**config.mk**
```make
export PLATFORM = sky130hd
export DESIGN_NAME = nexusv_perf_monitor
export DESIGN_NICKNAME = d
export VERILOG_FILES = /design/src/rtl/nexusv_pkg.sv /design/src/rtl/nexusv_counter64.sv /design/src/rtl/nexusv_perf_monitor.sv
export SDC_FILE = /design/constraint.sdc
export NUM_CORES = 1
export LEC_CHECK = 0
export ABC_AREA = 0
export CORE_ASPECT_RATIO = 1.75
export CORE_MARGIN = 2
export CORE_UTILIZATION = 62
export DETAILED_ROUTE_END_ITERATION = 8
export PLACE_DENSITY = 0.85
export SYNTH_ARGS = -nofsm -noshare
export SYNTH_HDL_FRONTEND = slang
export SYNTH_SLANG_ARGS = --single-unit
```
**constraint.sdc**
```tcl
create_clock -name clk -period 6.65 [get_ports clk]
set_input_delay 0.665 -clock clk [delete_from_list [all_inputs] [get_ports clk]]
set_output_delay 0.665 -clock clk [all_outputs]
set_load 0.005 [all_outputs]
```
**src/rtl/nexusv_pkg.sv**
```systemverilog
// Shared definitions for the nexusv performance monitor: FSM state encoding,
// CSR addresses served by the read port, and the status word layout.
package nexusv_pkg;

   typedef enum logic [1:0] {
      ST_IDLE   = 2'd0,
      ST_RUN    = 2'd1,
      ST_HALTED = 2'd2
   } perf_state_t;

   localparam logic [11:0] CSR_MCYCLE      = 12'hB00;
   localparam logic [11:0] CSR_MCYCLEH     = 12'hB80;
   localparam logic [11:0] CSR_MINSTRET    = 12'hB02;
   localparam logic [11:0] CSR_MINSTRETH   = 12'hB82;
   localparam logic [11:0] CSR_PERF_STATUS = 12'h7C0;
   localparam logic [11:0] CSR_PERF_RESULT = 12'h7C1;

   // Status word: {29'b0, state[1:0], done}
   function automatic logic [31:0] status_word(input perf_state_t st);
      return {29'b0, st, (st == ST_HALTED)};
   endfunction

endpackage

```
**src/rtl/nexusv_counter64.sv**
```systemverilog
// 64-bit free-running event counter with synchronous clear and silent wrap.
module nexusv_counter64 (
   input  logic        clk,
   input  logic        rst_n,
   input  logic        en,
   input  logic        clr,
   output logic [63:0] count
);

   logic [63:0] cnt_q;

   // Clear wins over enable; all-ones rolls over to zero with no flag.
   always_ff @(posedge clk) begin
      if (!rst_n || clr) begin
         cnt_q <= 64'd0;
      end else if (en) begin
         cnt_q <= cnt_q + 64'd1;
      end
   end

   assign count = cnt_q;

endmodule

```
**src/rtl/nexusv_perf_monitor.sv**
```systemverilog
// Benchmark performance monitor: counts cycles and retired instructions while
// a benchmark runs, stops when the halt PC retires with a non-zero a0, and
// exposes counters, status and result through a one-cycle-latency read port.
//
// Read handshake: rd_en is a one-cycle request with no back-pressure; the
// response (rd_valid, rd_data, rd_err) appears exactly one cycle later and
// reflects state sampled in the request cycle. A request may be issued every
// cycle. rd_data and rd_err are zero whenever rd_valid is low.
module nexusv_perf_monitor
   import nexusv_pkg::*;
#(
   parameter logic [31:0] HALT_PC          = 32'h0000_0008,
   parameter int unsigned HEARTBEAT_PERIOD = 10000
) (
   input  logic        clk,
   input  logic        rst_n,
   input  logic        start,
   input  logic        clear,
   input  logic        retire_valid,
   input  logic [31:0] retire_pc,
   input  logic [31:0] a0_value,
   input  logic        rd_en,
   input  logic [11:0] rd_addr,
   output logic        rd_valid,
   output logic [31:0] rd_data,
   output logic        rd_err,
   output logic        done,
   output logic        heartbeat
);

   localparam logic [31:0] HB_LAST = 32'(HEARTBEAT_PERIOD - 1);

   perf_state_t state_q, state_d;
   logic [63:0] mcycle, minstret;
   logic [31:0] mcycle_sh_q, minstret_sh_q;
   logic [31:0] result_q;
   logic [31:0] hb_cnt_q;
   logic        in_run, halt_hit, run_upd, hb_at_end;
   logic [31:0] mux_data;
   logic        mux_err;

   assign in_run    = (state_q == ST_RUN);
   assign halt_hit  = in_run && retire_valid && (retire_pc == HALT_PC) && (a0_value != 32'd0);
   assign run_upd   = in_run && !clear;
   assign hb_at_end = (hb_cnt_q == HB_LAST);
   assign heartbeat = in_run && hb_at_end;
   assign done      = (state_q == ST_HALTED);

   nexusv_counter64 u_mcycle (
      .clk   (clk),
      .rst_n (rst_n),
      .en    (run_upd),
      .clr   (clear),
      .count (mcycle)
   );

   // The halting retire is not an instruction of the benchmark proper.
   nexusv_counter64 u_minstret (
      .clk   (clk),
      .rst_n (rst_n),
      .en    (run_upd && retire_valid && !halt_hit),
      .clr   (clear),
      .count (minstret)
   );

   // State register.
   always_ff @(posedge clk) begin
      if (!rst_n) state_q <= ST_IDLE;
      else        state_q <= state_d;
   end

   // Next-state logic; clear overrides start and halt.
   always_comb begin
      state_d = state_q;
      case (state_q)
         ST_IDLE:   if (!clear && start) state_d = ST_RUN;
         ST_RUN:    if (!clear && halt_hit) state_d = ST_HALTED;
         ST_HALTED: if (clear) state_d = ST_IDLE;
         default:   state_d = ST_IDLE;
      endcase
   end

   // Result captures a0 on the halting retire and then holds.
   always_ff @(posedge clk) begin
      if (!rst_n || clear) begin
         result_q <= 32'd0;
      end else if (run_upd && halt_hit) begin
         result_q <= a0_value;
      end
   end

   // Heartbeat counter advances only in RUN and restarts after each pulse.
   always_ff @(posedge clk) begin
      if (!rst_n || clear) begin
         hb_cnt_q <= 32'd0;
      end else if (in_run) begin
         hb_cnt_q <= hb_at_end ? 32'd0 : hb_cnt_q + 32'd1;
      end
   end

   // Low-half reads snapshot the upper half so a following high read is coherent.
   always_ff @(posedge clk) begin
      if (!rst_n) begin
         mcycle_sh_q   <= 32'd0;
         minstret_sh_q <= 32'd0;
      end else if (rd_en) begin
         if (rd_addr == CSR_MCYCLE)   mcycle_sh_q   <= mcycle[63:32];
         if (rd_addr == CSR_MINSTRET) minstret_sh_q <= minstret[63:32];
      end
   end

   // Read address decode against pre-update values.
   always_comb begin
      mux_data = 32'd0;
      mux_err  = 1'b0;
      case (rd_addr)
         CSR_MCYCLE:      mux_data = mcycle[31:0];
         CSR_MCYCLEH:     mux_data = mcycle_sh_q;
         CSR_MINSTRET:    mux_data = minstret[31:0];
         CSR_MINSTRETH:   mux_data = minstret_sh_q;
         CSR_PERF_STATUS: mux_data = status_word(state_q);
         CSR_PERF_RESULT: mux_data = result_q;
         default:         mux_err  = 1'b1;
      endcase
   end

   // Response register: one cycle after the request, zeroed when idle.
   always_ff @(posedge clk) begin
      if (!rst_n) begin
         rd_valid <= 1'b0;
         rd_data  <= 32'd0;
         rd_err   <= 1'b0;
      end else begin
         rd_valid <= rd_en;
         rd_data  <= rd_en ? mux_data : 32'd0;
         rd_err   <= rd_en && mux_err;
      end
   end

endmodule

```
## After elaboration in Yosys (flattened, before gate mapping)

Index checks and enable logic that the tools add are counted.

- Register bits: 292
- Bits in latches: 0
- RAM bits: 0
- Memory bits (read-only): 0
- Input bits: 82
- Output and inout bits: 36
- Word-level logic and storage cells: 55
- Memories: 0

- Add/subtract/negate cells: 3
- Multipliers: 0
- Div/mod/pow operators: 0
- Order comparisons: 0
- Eq/ne operators: 13
- Shift-type cells: 0
- Multiplexer cells: 7
- Bitwise logic cells: 0
- Reduce and logical (&&, ||, !) cells: 22

Operator list:

| cell | number |
|---|---|
| $pmux 32 s6 | 1 |
| $add 64x1->64 const B | 2 |
| $eq 12x12->1 const B | 4 |
| $add 32x1->32 const B | 1 |
| $eq 32x14->1 const B | 1 |
| $eq 32x4->1 const B | 1 |
| $mux 32 | 1 |
| $reduce_bool 32->1 | 1 |
| $eq 12x11->1 const B | 2 |
| $logic_and 1x1->1 | 11 |
| $mux 2 | 3 |
| $pmux 2 s3 | 1 |
| $reduce_and 2->1 | 3 |
| $reduce_or 6->1 | 1 |
| $ne 2x2->1 const B | 2 |
| $logic_not 1->1 | 3 |
| $reduce_and 3->1 | 1 |
| $eq 2x1->1 const B | 1 |
| $eq 2x2->1 const B | 1 |
| $logic_not 2->1 | 1 |
| $ne 2x1->1 const B | 1 |
| $logic_or 1x1->1 | 1 |
| $mux 1 | 1 |

## Depth between registers and ports, before layout

Gate-level depths: netlist (run 1).

- Depth in word-level cells: 7
- Gate-level depth with buffers: 10
- Gate-level depth less buffers: 7

## Cells and area by module

A second synthesis (run 1) with hierarchy kept.

- Cells, all modules: 1521
- Area total of the unflattened synthesis: 13256.5 um^2

By module, submodules not included:

| module | instances | cells an instance | area each (um^2) |
|---|---|---|---|
| nexusv_perf_monitor | 1 | 781 | 7005.5 |
| nexusv_counter64 | 2 | 370 | 3125.5 |

## Least setup slack after synthesis (run 1)

Ideal clock, no wire load.

- Path kind: input port to flip-flop
- From: input retire_pc[1]
- To: register result_q[10]
- Setup time: 0.132 ns
- Arrival: 2.395 ns
- Slack: 4.122 ns
- Cell stages on the path: 9
- Cells stage by stage: nor4b_1 > nand4_1 > or3_1 > buf_2 > or3_1 > clkbuf_1 > clkbuf_1 > nand2_1 > a21oi_1

- Longest elaborated chain between the ends: 4

RTL lines:

| element | line | RTL |
|---|---|---|
| start: declaration | nexusv_perf_monitor.sv:20 | `input logic [31:0] retire_pc,` |
| $eq 32x4->1 | nexusv_perf_monitor.sv:43 | `assign halt_hit = in_run && retire_valid && (retire_pc == HALT_PC) && (a0_value != 32'd0);` |
| $logic_and 1x1->1 (2 in a row) | nexusv_perf_monitor.sv:43 |  |
| $logic_and 1x1->1 | nexusv_perf_monitor.sv:87 | `end else if (run_upd && halt_hit) begin` |
| end signal: assignment | nexusv_perf_monitor.sv:88 | `result_q <= a0_value;` |
| end: declaration | nexusv_perf_monitor.sv:36 | `logic [31:0] result_q;` |

Every way passes these cells.
A chain may end at the register's enable or synchronous reset.

## Final worst setup path (run 1)

- From: input rd_addr[3]
- To: register mcycle_sh_q[23]

- Longest elaborated chain between the ends: 2

RTL lines:

| element | line | RTL |
|---|---|---|
| start: declaration | nexusv_perf_monitor.sv:23 | `input logic [11:0] rd_addr,` |
| $eq 12x12->1 | nexusv_perf_monitor.sv:107 | `if (rd_addr == CSR_MCYCLE) mcycle_sh_q <= mcycle[63:32];` |
| $reduce_and 2->1 (no source line) | - |  |
| end signal: assignment | nexusv_perf_monitor.sv:107 |  |
| end: declaration | nexusv_perf_monitor.sv:35 | `logic [31:0] mcycle_sh_q, minstret_sh_q;` |

Every way passes these cells.

==> results of run 1 <==
cells in the mapped netlist, drive strengths merged (10+ instances only):
cell type and number:
dfxtp 292, nand2 230, nor2 175, a21oi 90, nand3 90, clkbuf 83
xnor2 75, a21boi 64, nand4 46, nor4 40, xor2 33, inv 32
nor3 31, a222oi 29, a22o 29, mux2 29, or3 28, o21ai 27
o31ai 22, or4 22, and4 16, buf 15, and3 14, a2111oi 10
metal layers:
metal | vias to the layer above | global-route usage | part of all wire
met2 | 460 | 0.5764 | 0.52
met3 | 113 | 0.03283 | 0.061
met5 | - | 0 | 0.00036
li1 | 5759 | - | -
met4 | 2 | 0.1603 | 0.051
met1 | 5770 | 0.3811 | 0.37
flip-flops by register name, summed over array words and instances, names as in the netlist:
register and cells:
minstret_sh_q 32, result_q 32, mcycle_sh_q 32, rd_data 32, rd_valid 1, u_mcycle.count 64
rd_err 1, hb_cnt_q 32, state_q 2, u_minstret.count 64
where the power goes:
part | total [mW] | leakage, nW | switching [mW] | internal, mW
clock | 1.49 | 0.415 | 0.651 | 0.838
combinational | 0.123 | 1.81 | 0.0633 | 0.0599
sequential | 1.75 | 2.35 | 0.00186 | 1.75
area by class of cell:
class                      count  area, sq um  share of cell area
clock inverter                 7        63.81            0.004162
clock buffer                  39        770.7             0.05027
timing repair buffer         133         1286             0.08388
sequential                   292         5846              0.3812
tap                          252        315.3             0.02056
multi-input combinational   1156         6932              0.4521
inverter                      32        120.1            0.007834
placed cells by master (no fill, tap or decap), types with 10 or more instances in the layout:
cell type / n
a2111oi_0: 10
a21boi_0: 48
a21boi_1: 16
a21oi_1: 90
a222oi_1: 29
a22o_1: 29
and3_1: 14
and4_1: 16
buf_4: 16
clkbuf_16: 27
clkdlybuf4s50_1: 116
dfxtp_1: 292
inv_1: 32
mux2_2: 29
nand2_1: 230
nand3_1: 90
nand4_1: 45
nor2_1: 174
nor3_1: 27
nor4_1: 36
o21ai_0: 26
o31ai_1: 22
or3_1: 28
or4_1: 22
xnor2_1: 75
xor2_1: 33
worst max-delay path, cell delays in order:
cell and delay (ps):
clkdlybuf4s50_1 400, nor4_1 560, nand4_1 400, nor3_4 210, buf_4 570, nand2_1 800
nand2_1 300, a21boi_0 140
cell families (layout without fill, tap and decap cells):
logic type | count (synthesis) | after routing | synth area share
simple gates | 719 | 719 | 0.2628
flops | 292 | 292 | 0.4411
compound gates | 291 | 291 | 0.1532
buf+inv | 130 | 211 | 0.03852
xor+xnor | 108 | 108 | 0.07138
mux | 35 | 35 | 0.03012
fa+ha+maj | 3 | 3 | 0.002833
worst min-delay path by stage:
stage / from / end / slack, ps
global route: result_q[1] / result_q[1] / 480
CTS: result_q[1] / result_q[1] / 460
floorplan: mcycle_sh_q[10] / mcycle_sh_q[10] / 440
global placement: mcycle_sh_q[16] / mcycle_sh_q[16] / 440
finish: result_q[1] / result_q[1] / 460
detailed placement: result_q[1] / result_q[1] / 450
stage by stage:
stage / setup WS [ps] / instances / hold WS [ps]
2_1_floorplan: 4122 / 1578 / 435.3
3_3_place_gp: 2641 / 1865 / 440.2
3_5_place_dp: 2591 / 1865 / 446.1
4_1_cts: 3087 / 1911 / 455.3
5_1_grt: 2719 / 1911 / 479.6
6_report: 2992 / 1911 / 456.4
==> flow_metrics.py, run 1 <==
metrics = {
    "outcome": {
        "outcome": "finished, final reports clean",
    },
    "synth": {
        "synth-edff-count": 0,
        "synth_top_cell_by_area": "dfxtp_1",
        "syn_area_sq_um": 13250,
        "seq_area_frac_synth": 0.4411,
        "ys.warnings.count": 0,
        "synthArstFlopShare": 0,
        "syn_inst": 1578,
        "syn_area_per_cell_sq_um": 8.398,
        "ys_ff_latch": 292,
        "yosysUniqueCellTypes": 56,
        "synth_top_flop_cell": "dfxtp_1",
        "syn_nets": 1663,
        "ys_top_cells_by_area": "dfxtp_1, nand2_1, nor2_1",
        "synth_top_area_frac": 0.4411,
    },
    "critical_path": {
        "worstSetupPathType": "primary input to flop",
        "reg2reg_to": "u_minstret.count[38]",
        "required_ps": 7060,
        "crit_fanout": 64,
        "crit_end": "mcycle_sh_q[23]",
        "rrSetupSlack_ps": 3610,
        "critical_path.startpoint": "rd_addr[3]",
        "start_kind": "primary input",
        "r2r_start": "u_minstret.count[6]",
        "critPathArrivalTime_ps": 4060,
        "reg2regPathDepth": 6,
        "worstSetupEndpointType": "flop",
    },
    "final_layout": {
        "antenna_cells": 0,
        "syn_to_final_growth_pct": 15.71,
        "drive_gt1_frac": 0.06148,
        "final_core_util": 0.7325,
        "design_area_sq_um": 15330,
        "n_fill_cell": 1568,
        "fin_nets": 1726,
    },
    "sta": {
        "finalSetupTns_ps": 0,
        "max_clock_freq_mhz": 273.4,
        "slew_viol_final": 0,
        "fin_crit_ps": 3658,
        "setup_viol": 0,
        "finalHoldViolCount": 0,
        "finalCritPeriodShare": 0.5501,
        "skew_ps": 17.75,
        "worst_slew_pin_slew_ps": 1200,
        "relSlewSlack": 0.2000,
        "rsz0062_at_grt": "false",
    },
    "die": {
        "rows": 70,
        "io_pins": 118,
        "initial_core_util": 0.6331,
        "die_area_sq_um": 22610,
        "die_w_um": 114.5,
        "die_h_um": 197.4,
        "core_area_sq_um": 20930,
    },
    "global_route": {
        "grt_pass1_vias": 11790,
        "track_usage": 0.3234,
        "grt_overflow_total": 0,
        "grt_antenna_before_repair": 1,
        "grt_pass1_wl_mm": 59.15,
        "grt_max_degree": 84,
    },
    "route": {
        "via_per_inst": 6.334,
        "vias": 12100,
        "antenna_left": 0,
        "routed_wl_mm": 36.52,
        "wl_per_cell_um": 19.11,
        "drc": 0,
        "firstDrtPassIters": 8,
        "drt_iter0_markers": 1054,
    },
    "cts": {
        "cts_made_buffers": 26,
        "cts_sinks": 292,
        "cts.path.max_buffers": 3,
        "cts-root-buf": "clkbuf_16",
        "post-cts-setup-buffers": 0,
        "cts_tree": "done",
        "path_clk_slew_ps": 70,
        "htreeDepth": 1,
        "worstSkewPairLatency_ps": 540,
        "cts_hold_buf": 0,
        "cts_resized": 0,
    },
    "pwr": {
        "irDropWorstVdd_mv": 0.1873,
        "power_mw": 3.363,
        "p_per_area_nw_per_um2": 219.3,
        "p_leak_nw": 4.576,
    },
    "place": {
        "placed_area_sq_um": 14500,
        "portBuffers": 117,
        "gp_congestion": 0.9201,
        "hpwl_mm": 25.66,
    },
    "min_path": {
        "whs_path_depth": 2,
        "min-delay-path-class": "flop to flop",
    },
    "run": {
        "cap_violations": 0,
    },
}
Power figures use the tool's default switching activity.
==> inputs of run 2 (changes only) <==
--- a/config.mk
+++ b/config.mk
@@ -8,9 +8,9 @@
 export ABC_AREA = 0
 export CORE_ASPECT_RATIO = 1.75
 export CORE_MARGIN = 2
-export CORE_UTILIZATION = 62
+export CORE_UTILIZATION = 52
 export DETAILED_ROUTE_END_ITERATION = 8
-export PLACE_DENSITY = 0.85
+export PLACE_DENSITY = 0.76
 export SYNTH_ARGS = -nofsm -noshare
 export SYNTH_HDL_FRONTEND = slang
 export SYNTH_SLANG_ARGS = --single-unit
==> constraint.sdc (replaced) <==
create_clock -name clk -period 3.15 [get_ports clk]
set_input_delay 0.315 -clock clk [delete_from_list [all_inputs] [get_ports clk]]
set_output_delay 0.315 -clock clk [all_outputs]
set_load 0.005 [all_outputs]
==> run 2 against run 1 <==
Via count shrank 0.36%. Sequential power rose by 110%. Critical path depth down 4. Worst hold slack worse by 340 ps. Largest cell class unchanged. Cell count increased by 5.5%. Non-clock buffer count is 38 higher. Combinational power increased by 120%. Clock power up 140%. Largest power group unchanged. Highest routed layer is now met4. Sequential share of layout area shrank 1.4 points. Register-to-register slack worse by 3100 ps. First-iteration DRC count decreased by 10%. Clock skew grew 1.4 ps.
==> flow_metrics.py, run 2 (synthesis results as in run 1) <==
metrics = {
    "place": {
        "gp_congestion": 0.9167,
        "hpwl_mm": 26.79,
        "placed_cells": 1967,
        "portBuffers": 117,
    },
    "global_route": {
        "grtUsageMet3": 0.02465,
        "grt_use_met2": 0.4985,
        "grt_overflow_total": 0,
        "met1_usage": 0.3181,
        "track_usage": 0.2747,
        "grt_max_degree": 100,
        "top_usage_layer": "met2",
        "grt_pass1_vias": 12050,
        "grt_pass1_wl_mm": 60.98,
        "grt_antenna_before_repair": 0,
    },
    "route": {
        "drt_iter0_markers": 946,
        "wl_per_cell_um": 18.61,
        "firstDrtPassIters": 6,
        "drc": 0,
        "routed_wl_mm": 37.51,
        "via_per_inst": 5.983,
        "vias": 12060,
        "antenna_left": 0,
    },
    "cts": {
        "path_clk_slew_ps": 70,
        "post-cts-setup-buffers": 0,
        "cts.path.max_buffers": 3,
        "cts_made_buffers": 27,
        "cts_tree": "done",
        "cts_sinks": 292,
        "cts-root-buf": "clkbuf_16",
        "htreeDepth": 1,
        "worstSkewPairLatency_ps": 560,
    },
    "die": {
        "core_area_sq_um": 25150,
        "die_w_um": 124.7,
        "die_h_um": 215.2,
        "io_pins": 118,
        "die_area_sq_um": 26830,
        "rows": 77,
        "initial_core_util": 0.5270,
    },
    "sta": {
        "fin_crit_ps": 2893,
        "slew_viol_final": 0,
        "relSlewSlack": 0.5391,
        "max_clock_freq_mhz": 345.7,
        "rsz0062_at_grt": "false",
        "finalCritPeriodShare": 0.9183,
        "worst_slew_pin_slew_ps": 691.3,
        "setup_viol": 0,
        "finalHoldViolCount": 0,
        "skew_ps": 19.13,
    },
    "critical_path": {
        "critPathSlowestCell": "clkdlybuf4s50_1",
        "worst-path-stages": 4,
        "worstSetupPathType": "flop to output pin",
        "critPathArrivalTime_ps": 2580,
        "max_stage_delay_ps": 570,
        "path_cells": "nor2b_1, nand4_1, nor4_2, clkdlybuf4s50_1",
        "path_delay_family": "simple AND/OR/NAND/NOR gates",
        "critPathBufInv": 1,
        "reg2regPathDepth": 6,
        "start_kind": "flop",
        "required_ps": 2830,
        "crit_fanout": 8,
        "worstSetupEndpointType": "output pin",
    },
    "final_layout": {
        "final_cell_mix": "dfxtp_1, nand2_1, nor2_1",
        "antenna_cells": 0,
        "fin_nets": 1765,
        "instances_no_fill": 2016,
        "mostFrequentLayoutCell": "dfxtp_1",
        "syn_to_final_growth_pct": 20.24,
        "drive_gt1_frac": 0.08824,
    },
    "run": {
        "cap_violations": 0,
    },
    "min_path": {
        "whs_path_depth": 2,
        "min-delay-path-class": "primary input to flop",
    },
    "pwr": {
        "power_mw": 7.531,
        "p_per_area_nw_per_um2": 472.6,
        "p_leak_nw": 4.831,
        "irDropWorstVdd_mv": 0.3584,
    },
    "outcome": {
        "outcome": "finished, final reports clean",
    },
}
run 2: changes by cell type in the layout (fill, tap and decap cells not counted), sizes merged:
cell      delta
clkbuf       -7
buf         +38
clkinvlp     +6
bufinv       +4
run 2: layer usage:
layer | part of all wire | up-vias
met5 | 0 | -
met3 | 0.049 | 93
met1 | 0.38 | 5767
li1 | - | 5824
met2 | 0.52 | 377
met4 | 0.049 | 0
run 2: power breakdown:
group / internal (mW) / switching, mW
combinational: 0.133 / 0.137
sequential: 3.69 / 0.00375
clock: 2.08 / 1.48
total: 5.91 / 1.62
run 2: final cells by class:
cell class	instances	area (sq um)
Clock buffer	32	734.5
Clock inverter	17	229.0
Fill cell	2115	9211
Inverter	32	120.1
Multi-Input combinational cell	1156	6938
Sequential cell	292	5846
Tap cell	316	395.4
Timing Repair Buffer	171	1672
run 2: through the flow:
stage               hold WS, ps  TNS, ps  cell area, sq um  setup slack [ps]  utilization
finish                    112.2        0             15930             257.3       0.6337
global route              109.7        0             15930             122.2       0.6337
CTS                       99.03        0             15930             110.9       0.6334
detailed placement        448.5   -548.1             14960            -143.0       0.5951
global placement          441.2   -548.3             14960            -156.4       0.5951
floorplan                 435.3        0             13250             972.4            -
run 2: worst paths after layout:
| check | start | endpoint | slack [ps] |
|---|---|---|---|
| max reg2reg | u_minstret.count[23] | u_minstret.count[59] | 510 |
| min | rst_n | state_q[0] | 110 |
| max | state_q[0] | heartbeat | 260 |
| min reg2reg | result_q[26] | result_q[26] | 450 |
run 2: what timing repair did:
action	in CTS	in global routing
hold buffers	0	0
setup endpoints to repair	0	1
resized for setup	0	1
==> inputs of run 3 (changes only) <==
--- a/config.mk
+++ b/config.mk
@@ -13,4 +13,5 @@
 export PLACE_DENSITY = 0.76
 export SYNTH_ARGS = -nofsm -noshare
 export SYNTH_HDL_FRONTEND = slang
+export SYNTH_HIERARCHICAL = 1
 export SYNTH_SLANG_ARGS = --single-unit
==> run 3 against run 2 <==
Die area hardly changed. Highest routed layer unchanged. Worst hold slack better by 150 ps. Synthesized cell count is 3.6% lower. Cell count is 0.30% lower. Maximum frequency is 2.1% lower.
==> flow_metrics.py, run 3 <==
metrics = {
    "sta": {
        "fin_crit_ps": 2955,
        "max_clock_freq_mhz": 338.4,
        "finalHoldViolCount": 0,
        "worst_slack_ps": 194.8,
        "relSlewSlack": 0.4715,
        "setup_viol": 0,
        "slew_viol_final": 0,
        "skew_ps": 12.83,
        "rsz0062_at_grt": "false",
        "finalCritPeriodShare": 0.9382,
        "worst_slew_pin_slew_ps": 785.5,
        "whs_ps": 259.3,
    },
    "cts": {
        "cts_resized": 0,
        "cts_tree": "done",
        "post-cts-setup-buffers": 0,
        "htreeDepth": 1,
        "cts_sinks": 292,
        "worstSkewPairLatency_ps": 540,
        "cts.path.max_buffers": 3,
        "cts-root-buf": "clkbuf_16",
        "cts_hold_buf": 0,
        "cts_made_buffers": 27,
        "path_clk_slew_ps": 70,
    },
    "place": {
        "gp_congestion": 0.9616,
        "portBuffers": 117,
        "hpwl_mm": 29.47,
        "pre_cts_slack_ps": -282.9,
    },
    "pwr": {
        "p_leak_nw": 5.189,
        "p_per_area_nw_per_um2": 467.5,
        "irDropWorstVdd_mv": 0.4322,
    },
    "critical_path": {
        "rrSetupSlack_ps": 400,
        "required_ps": 3610,
        "reg2regPathDepth": 8,
        "r2r_start": "state_q[1]",
        "reg2reg_to": "u_mcycle/count[56]",
        "crit_fanout": 10,
        "critPathArrivalTime_ps": 3420,
        "worstSetupEndpointType": "flop",
        "start_kind": "primary input",
        "worstSetupPathType": "primary input to flop",
    },
    "global_route": {
        "met1_usage": 0.3006,
        "grt_max_degree": 35,
        "grt_pass1_wl_mm": 63.07,
        "grtUsageMet3": 0.02564,
        "top_usage_layer": "met2",
        "track_usage": 0.2852,
        "grt_overflow_total": 0,
        "grt_pass1_vias": 12180,
        "grt_use_met2": 0.5490,
        "grt_antenna_before_repair": 1,
    },
    "final_layout": {
        "final_cell_mix": "dfxtp_1, nand2_1, nor2_1",
        "final_core_util": 0.6388,
        "syn_to_final_growth_pct": 21.16,
        "n_fill_cell": 2076,
        "drive_gt1_frac": 0.1051,
        "mostFrequentLayoutCell": "dfxtp_1",
        "fin_nets": 1758,
    },
    "synth": {
        "ys.warnings.count": 6,
        "synth_top_cell_by_area": "dfxtp_1",
        "seq_area_frac_synth": 0.4410,
        "ys_ff_latch": 292,
        "syn_inst": 1521,
        "synthArstFlopShare": 0,
        "syn_area_sq_um": 13260,
        "yosysUniqueCellTypes": 58,
        "synth_top_flop_cell": "dfxtp_1",
        "syn_nets": 1606,
        "synth-edff-count": 0,
        "synth_top_area_frac": 0.4410,
        "ys_top_cells_by_area": "dfxtp_1, nand2_1, nor2_1",
        "synth_common_cells": "dfxtp_1, nand2_1, nor2_1",
        "syn_area_per_cell_sq_um": 8.716,
        "synthMostInstantiatedCell": "dfxtp_1",
    },
    "route": {
        "routed_wl_mm": 39.92,
        "via_per_inst": 6.184,
        "drt_iter0_markers": 995,
        "antenna_left": 0,
        "drc": 0,
        "firstDrtPassIters": 7,
        "wl_per_cell_um": 19.86,
        "vias": 12430,
    },
    "die": {
        "rows": 77,
        "initial_core_util": 0.5272,
        "die_area_sq_um": 26840,
        "die_w_um": 124.7,
        "core_area_sq_um": 25150,
        "io_pins": 118,
        "die_h_um": 215.2,
    },
    "min_path": {
        "min-delay-path-class": "primary input to flop",
        "whs_path_depth": 2,
        "holdPathEnd": "mcycle_sh_q[22]",
        "min_from": "rst_n",
    },
    "run": {
        "cap_violations": 0,
    },
    "outcome": {
        "outcome": "finished, final reports clean",
    },
}
==> run 3: cell types whose count changed in the layout (fill, tap and decap cells not counted), moves of 29 or more <==
| cell | previous run | this run |
|---|---|---|
| xnor2_1 | 75 | 43 |
| buf_4 | 46 | 79 |
| nand2_1 | 230 | 184 |
| a22o_1 | 29 | 0 |
| a22oi_1 | 2 | 32 |
| mux2i_1 | 5 | 37 |
==> run 3: cell families after synthesis <==
family                   count (synthesis)  share of synthesized area
AND/OR/NAND/NOR                        700                     0.2813
AO/OA/AOI/OAI                          298                     0.1485
flip-flops                             292                     0.4410
buffers and inverters                  100                    0.03804
XOR/XNOR                                89                    0.05880
multiplexers                            39                    0.02964
adder cells (fa/ha/maj)                  3                   0.002832
==> run 3: metal layers <==
| metal | routed length, um | up-vias | part of all wire |
|---|---|---|---|
| met1 | 14180 | 5971 | 0.36 |
| met2 | 21410 | 466 | 0.54 |
| met3 | 2009 | 147 | 0.050 |
| met4 | 2316 | 0 | 0.058 |
| li1 | - | 5846 | - |
| met5 | 0 | - | 0 |
==> run 3: stage by stage <==
| stage | total power [mW] | cell area, sq um | instances | setup TNS (ps) |
|---|---|---|---|---|
| 2_1_floorplan | 3.861 | 13260 | 1521 | 0 |
| 3_3_place_gp | 4.042 | 15100 | 1960 | -2693 |
| 3_5_place_dp | 4.046 | 15100 | 1960 | -4861 |
| 4_1_cts | 7.530 | 16060 | 2009 | 0 |
| 5_1_grt | 7.677 | 16060 | 2010 | 0 |
| 6_report | 7.508 | 16060 | 2010 | 0 |
==> run 3: layout make-up <==
type,instances,area [sq um],area share
tap,316,395.4,0.02462
sequential,292,5846,0.3639
multi-input combinational,1129,6933,0.4316
clock inverter,15,207.7,0.01293
timing repair buffer,200,1839,0.1145
antenna,1,2.502,0.0001558
clock buffer,34,752.0,0.04682
inverter,23,86.33,0.005375
==> run 3: worst max-delay path: stages <==
cell	delay, ps
clkdlybuf4s50_1	430
nor4_1	330
nand4_1	220
buf_4	220
o2111ai_1	200
and3_1	190
buf_4	160
nand4_1	160
nor4_4	230
nand3_2	240
buf_4	240
or3_1	350
a21oi_1	140
==> run 3: how the worst max path moves through the flow <==
stage | startpoint | end | depth (start not counted)
final | a0_value[31] | u_minstret/count[44] | 13
after global placement | a0_value[4] | u_minstret/count[40] | 13
after floorplan | a0_value[16] | u_minstret/count[61] | 10
after detailed placement | a0_value[16] | u_minstret/count[40] | 13
after global routing | a0_value[0] | u_minstret/count[25] | 12
after CTS | a0_value[16] | u_minstret/count[40] | 13
==> run 3: power by group <==
part / internal, mW / switching, mW
logic: 0.152 / 0.116
clock network: 2.10 / 1.45
registers: 3.69 / 0.00218
total: 5.94 / 1.56
